==> config.mk <==
export PLATFORM = sky130hd
export DESIGN_NAME = ir_command_receiver
export DESIGN_NICKNAME = d
export VERILOG_FILES = /design/src/rtl/ir_command_receiver.sv
export SDC_FILE = /design/constraint.sdc
export NUM_CORES = 1
export LEC_CHECK = 0
export BUFFER_PORTS_ARGS = -buffer_cell sky130_fd_sc_hd__buf_2
export CAP_MARGIN = 0
export CORE_MARGIN = 3
export CORE_UTILIZATION = 50
export CTS_CLUSTER_DIAMETER = 200
export DETAILED_ROUTE_END_ITERATION = 12
export GPL_ROUTABILITY_DRIVEN = 1
export PLACE_DENSITY = 0.71
export SLEW_MARGIN = 10
export SYNTH_ARGS = -nofsm -noshare
export SYNTH_HDL_FRONTEND = slang
export SYNTH_SLANG_ARGS = --single-unit
==> constraint.sdc <==
create_clock -name clock -period 3.7 [get_ports clock]
set_input_delay 0.185 -clock clock [delete_from_list [all_inputs] [get_ports clock]]
set_output_delay 0.185 -clock clock [all_outputs]
set_load 0.02 [all_outputs]
==> src/rtl/ir_command_receiver.sv <==
// ir_command_receiver: decodes SIRC-style pulse-width IR frames (start mark
// plus NUM_BITS data bits, LSB first) into a move command for the rover.
// The line is active-low: ir_in = 0 means carrier present (a "mark").
module ir_command_receiver #(
    parameter int unsigned START_MIN = 48600,
    parameter int unsigned START_MAX = 81000,
    parameter int unsigned ZERO_MIN  = 8100,
    parameter int unsigned ONE_MIN   = 24300,
    parameter int unsigned BIT_MAX   = 40500,
    parameter int unsigned SPACE_MAX = 24300,
    parameter int unsigned NUM_BITS  = 12
) (
    input  logic                clock,
    input  logic                reset,
    input  logic                ir_in,
    output logic [NUM_BITS-1:0] move_command,
    output logic                command_valid,
    output logic                frame_error,
    output logic                busy
);

    localparam int CNT_W = 18;
    localparam int BIT_W = (NUM_BITS > 1) ? $clog2(NUM_BITS) : 1;

    localparam logic [CNT_W-1:0] START_MIN_C = CNT_W'(START_MIN);
    localparam logic [CNT_W-1:0] START_MAX_C = CNT_W'(START_MAX);
    localparam logic [CNT_W-1:0] ZERO_MIN_C  = CNT_W'(ZERO_MIN);
    localparam logic [CNT_W-1:0] ONE_MIN_C   = CNT_W'(ONE_MIN);
    localparam logic [CNT_W-1:0] BIT_MAX_C   = CNT_W'(BIT_MAX);
    localparam logic [CNT_W-1:0] SPACE_MAX_C = CNT_W'(SPACE_MAX);
    localparam logic [BIT_W-1:0] LAST_BIT_C  = BIT_W'(NUM_BITS - 1);

    typedef enum logic [2:0] {
        IDLE,
        START_MARK,
        SPACE,
        BIT_MARK,
        DONE,
        WAIT_CLEAR
    } state_t;

    state_t              state, next_state;
    logic                sync1, sync2;
    logic                mark, mark_q;
    logic                mark_rise, mark_fall;
    logic [CNT_W-1:0]    dur_cnt;
    logic [BIT_W-1:0]    bit_cnt;
    logic [NUM_BITS-1:0] shift_reg;

    logic                abort;
    logic                shift_en;
    logic                bit_val;
    logic                clr_bits;
    logic                inc_bits;

    assign mark      = ~sync2;
    assign mark_rise = mark & ~mark_q;
    assign mark_fall = ~mark & mark_q;
    assign busy      = (state != IDLE);

    // Two-flop synchronizer on the raw sensor line plus the edge-detect copy.
    // NOTE: sequential state uses non-blocking (<=) so every flop samples the
    // pre-edge values; blocking here would collapse the synchronizer chain.
    always_ff @(posedge clock or negedge reset) begin
        if (!reset) begin
            sync1  <= 1'b1;
            sync2  <= 1'b1;
            mark_q <= 1'b0;
        end else begin
            sync1  <= ir_in;
            sync2  <= sync1;
            mark_q <= mark;
        end
    end

    // Mark/space duration counter: restarts on every mark edge, saturates.
    always_ff @(posedge clock or negedge reset) begin
        if (!reset) begin
            dur_cnt <= '0;
        end else if (mark_rise || mark_fall) begin
            dur_cnt <= '0;
        end else if (dur_cnt != '1) begin
            dur_cnt <= dur_cnt + 1'b1;
        end
    end

    // State register.
    always_ff @(posedge clock or negedge reset) begin
        if (!reset) begin
            state <= IDLE;
        end else begin
            state <= next_state;
        end
    end

    // Next-state logic: classifies each mark/space by its measured length.
    // NOTE: every output of this block gets a default first so no path can
    // leave a signal unassigned and infer a latch.
    always_comb begin
        next_state = state;
        abort      = 1'b0;
        shift_en   = 1'b0;
        bit_val    = 1'b0;
        clr_bits   = 1'b0;
        inc_bits   = 1'b0;
        case (state)
            IDLE: begin
                // Only a fresh rising edge starts a frame; a held mark is ignored.
                if (mark_rise) next_state = START_MARK;
            end
            START_MARK: begin
                if (mark_fall) begin
                    if (dur_cnt < START_MIN_C) begin
                        next_state = IDLE;          // glitch, dropped silently
                    end else begin
                        next_state = SPACE;
                        clr_bits   = 1'b1;
                    end
                end else if (dur_cnt >= START_MAX_C) begin
                    abort      = 1'b1;
                    next_state = WAIT_CLEAR;
                end
            end
            SPACE: begin
                if (mark_rise) begin
                    next_state = BIT_MARK;
                end else if (dur_cnt >= SPACE_MAX_C) begin
                    abort      = 1'b1;
                    next_state = IDLE;
                end
            end
            BIT_MARK: begin
                if (mark_fall) begin
                    if (dur_cnt < ZERO_MIN_C) begin
                        abort      = 1'b1;
                        next_state = IDLE;
                    end else begin
                        shift_en = 1'b1;
                        bit_val  = (dur_cnt >= ONE_MIN_C);
                        if (bit_cnt == LAST_BIT_C) begin
                            next_state = DONE;
                        end else begin
                            inc_bits   = 1'b1;
                            next_state = SPACE;
                        end
                    end
                end else if (dur_cnt >= BIT_MAX_C) begin
                    abort      = 1'b1;
                    next_state = WAIT_CLEAR;
                end
            end
            DONE: begin
                next_state = IDLE;
            end
            WAIT_CLEAR: begin
                if (!mark) next_state = IDLE;
            end
            default: begin
                next_state = IDLE;
            end
        endcase
    end

    // Bit counter and LSB-first shift register (new bit enters at the MSB).
    always_ff @(posedge clock or negedge reset) begin
        if (!reset) begin
            bit_cnt   <= '0;
            shift_reg <= '0;
        end else begin
            if (clr_bits) begin
                bit_cnt <= '0;
            end else if (inc_bits) begin
                bit_cnt <= bit_cnt + 1'b1;
            end
            if (shift_en) begin
                shift_reg <= {bit_val, shift_reg[NUM_BITS-1:1]};
            end
        end
    end

    // Registered outputs: command is published only from DONE; strobes last one cycle.
    always_ff @(posedge clock or negedge reset) begin
        if (!reset) begin
            move_command  <= '0;
            command_valid <= 1'b0;
            frame_error   <= 1'b0;
        end else begin
            command_valid <= (state == DONE);
            frame_error   <= abort;
            if (state == DONE) begin
                move_command <= shift_reg;
            end
        end
    end

endmodule

==> out/results.ini <==
[setup_path]
crit_chain=ha_1 -> nand3_1 -> or4_1 -> nor3_1 -> xor2_1 -> and2_1
endpoint=dur_cnt[12]
critical_path_class=reg -> reg
r2r_slack_ns=1.53
crit_fanout=10
reg2reg_depth=6
worstPathRequired_ns=3.91
crit_buf_inv=0
cp_slowest_cell=or4_1
start_kind=register
r2r-end=dur_cnt[12]
critPathTopFamily=simple AND/OR/NAND/NOR gates
arrival_ns=2.38
critPathCaptureType=register
worst-path-stages=6
critical-path-max-stage-delay_ns=0.69
rr_startpoint=dur_cnt[0]
startpoint=dur_cnt[0]

[timing]
worst_slack_ns=1.53
rsz0062_at_grt=false
finalCriticalPeriod_ns=2.17
max_freq_mhz=460
finalCritPeriodShare_pct=58.7
finalSetupViolations=0
final.setup.tns_ns=0
slew-limit-headroom_pct=33.7
worstMarginPinSlew_ns=0.990
skew_ns=0.00516
finalMaxSlewViolations=0
hold_viol=0
hold_ws_ns=0.306

[floorplan]
die_area_mm2=0.00653
core_mm2=0.00527
rows=26
die_y_um=80.8
start_util_pct=53.1
die_w_um=80.8
ios=18

[layout]
fin_util_pct=56.9
n_antenna_cell=0
layout-drive-gt1-share_pct=20.6
num-fill-cells=486
final_nets=279
largest_reg_flops=18
area_growth_pct=7.15

[grt]
antenna_found_initial=0
grt_usage_pct=17.1
grt_pass1_wl_mm=8.69
grt_max_degree=40
grt_pass1_vias=1867
overflow=0

[synthesis]
yosysSeqAreaShare_pct=48.3
ys_ff_latch=54
synth_warnings=0
yosysTopAreaCell=dfrtp_1
syn-num-nets=269
synth_area_mm2=0.00280
yosysMostFrequentCell=dfrtp_1
synthTopCellsByArea=dfrtp_1, mux2_2, mux2_1
synth-edff-count=0
synth_cells=261
synth_flop_cell=dfrtp_1
syn_area_per_cell_um2=10.7
yosysTopAreaCellShare_pct=46.5
yosysUniqueCellTypes=57
synth-async-reset-ratio_pct=100
ys_top_cells_by_count=dfrtp_1, mux2_2, nand2_1

[place]
portBuffers=17
dp_slack_ns=1.55
hpwl_mm=3.52
gp_congestion=0.870

[job]
drv_cap=0

[drt]
vias=1969
antenna_left=0
drt_pass1_iterations=4
dr.first_iter.drc_count=175
wl_per_cell_um=14.6
drc=0
vias_per_cell=5.76
drt-total-wl_mm=4.98

[cts]
cts.repair.resized=0
cts_buffers=5
postCtsSetupBuffers=0
cts.sinks=54
ctsLongestPathBuffers=2
clk_latency_ns=0.31
tritoncts=yes
cts_root_buf=clkbuf_8
ctsHoldBuffers=2
htreeDepth=2
path_clk_slew_ns=0.10

[pwr]
powerDensity_mw_per_mm2=341
irDropWorstVdd_mv=0.202
leakage_nw=1.42

[run_status]
status=finished clean

[worst_hold_path]
hold_path.class=in -> async

cells in the final DEF (no fill, tap or decap), types with 3 or more instances in the layout:
cell,instances
nand3b_1,3
nand3_1,10
xnor2_1,5
nand2_1,14
xor2_1,3
a21oi_1,6
ha_1,5
o21a_1,3
mux2_2,17
buf_2,17
nor3_1,11
clkbuf_8,5
a31oi_1,4
nor2b_1,4
o21ai_0,12
mux2_1,6
or3_1,5
o31ai_1,3
o211ai_1,4
and2_1,7
nor2_1,12
or4_1,3
inv_1,7
a21boi_1,4
dfrtp_1,52
nand4_1,5
report_power, final:
part / switching, mW / internal (mW) / leakage, nW
Sequential: 0.0174 / 0.600 / 0.741
Clock: 0.208 / 0.141 / 0.0502
Combinational: 0.0350 / 0.0231 / 0.627
through the flow:
step / std cells / power (mW) / area (um2)
after floorplan: 261 / 0.661 / 2800
after global placement: 332 / 0.685 / 2880
after detailed placement: 332 / 0.687 / 2880
after CTS: 342 / 1.04 / 3000
after global routing: 342 / 1.07 / 3000
final: 342 / 1.02 / 3000
routing by layer:
layer	vias up	global-route usage, %	share of wire [%]
li1	978	-	-
met5	-	0	0
met1	943	25.2	51
met3	8	3.33	4.2
met4	0	6.93	1.6
met2	40	24.6	43
cell type report:
type / count / area (um2) / share of cell area, %
multi-input cells: 183 / 1320 / 44.1
inverters: 7 / 26.3 / 0.876
clock inverters: 3 / 28.8 / 0.959
repair buffers: 20 / 113 / 3.75
clock buffers: 5 / 68.8 / 2.29
flip-flops and latches: 54 / 1350 / 45.1
well taps: 70 / 87.6 / 2.92
how the worst min path moves through the flow:
stage                     start               to  slack (ns)  depth (start not counted)
after CTS                 reset  move_command[0]        0.31                          2
after global routing      reset  move_command[1]        0.33                          2
after global placement    reset      frame_error        0.12                          1
after floorplan           reset       bit_cnt[0]       -0.11                          0
after detailed placement  reset      frame_error        0.13                          1
final                     reset         state[2]        0.31                          2
kinds of logic (layout without fill, tap and decap cells):
logic type / Yosys count / after routing / synth area share, %
adders and majority gates: 5 / 5 / 2.23
xor gates and xnor gates: 8 / 8 / 2.50
AOI/OAI and AO/OA: 58 / 58 / 14.8
and+or+nand+nor: 89 / 89 / 18.3
DFF: 54 / 54 / 48.3
muxes: 23 / 23 / 9.25
buffers and inverters: 24 / 35 / 4.60
Note: power is estimated with default switching activity, not from simulation.
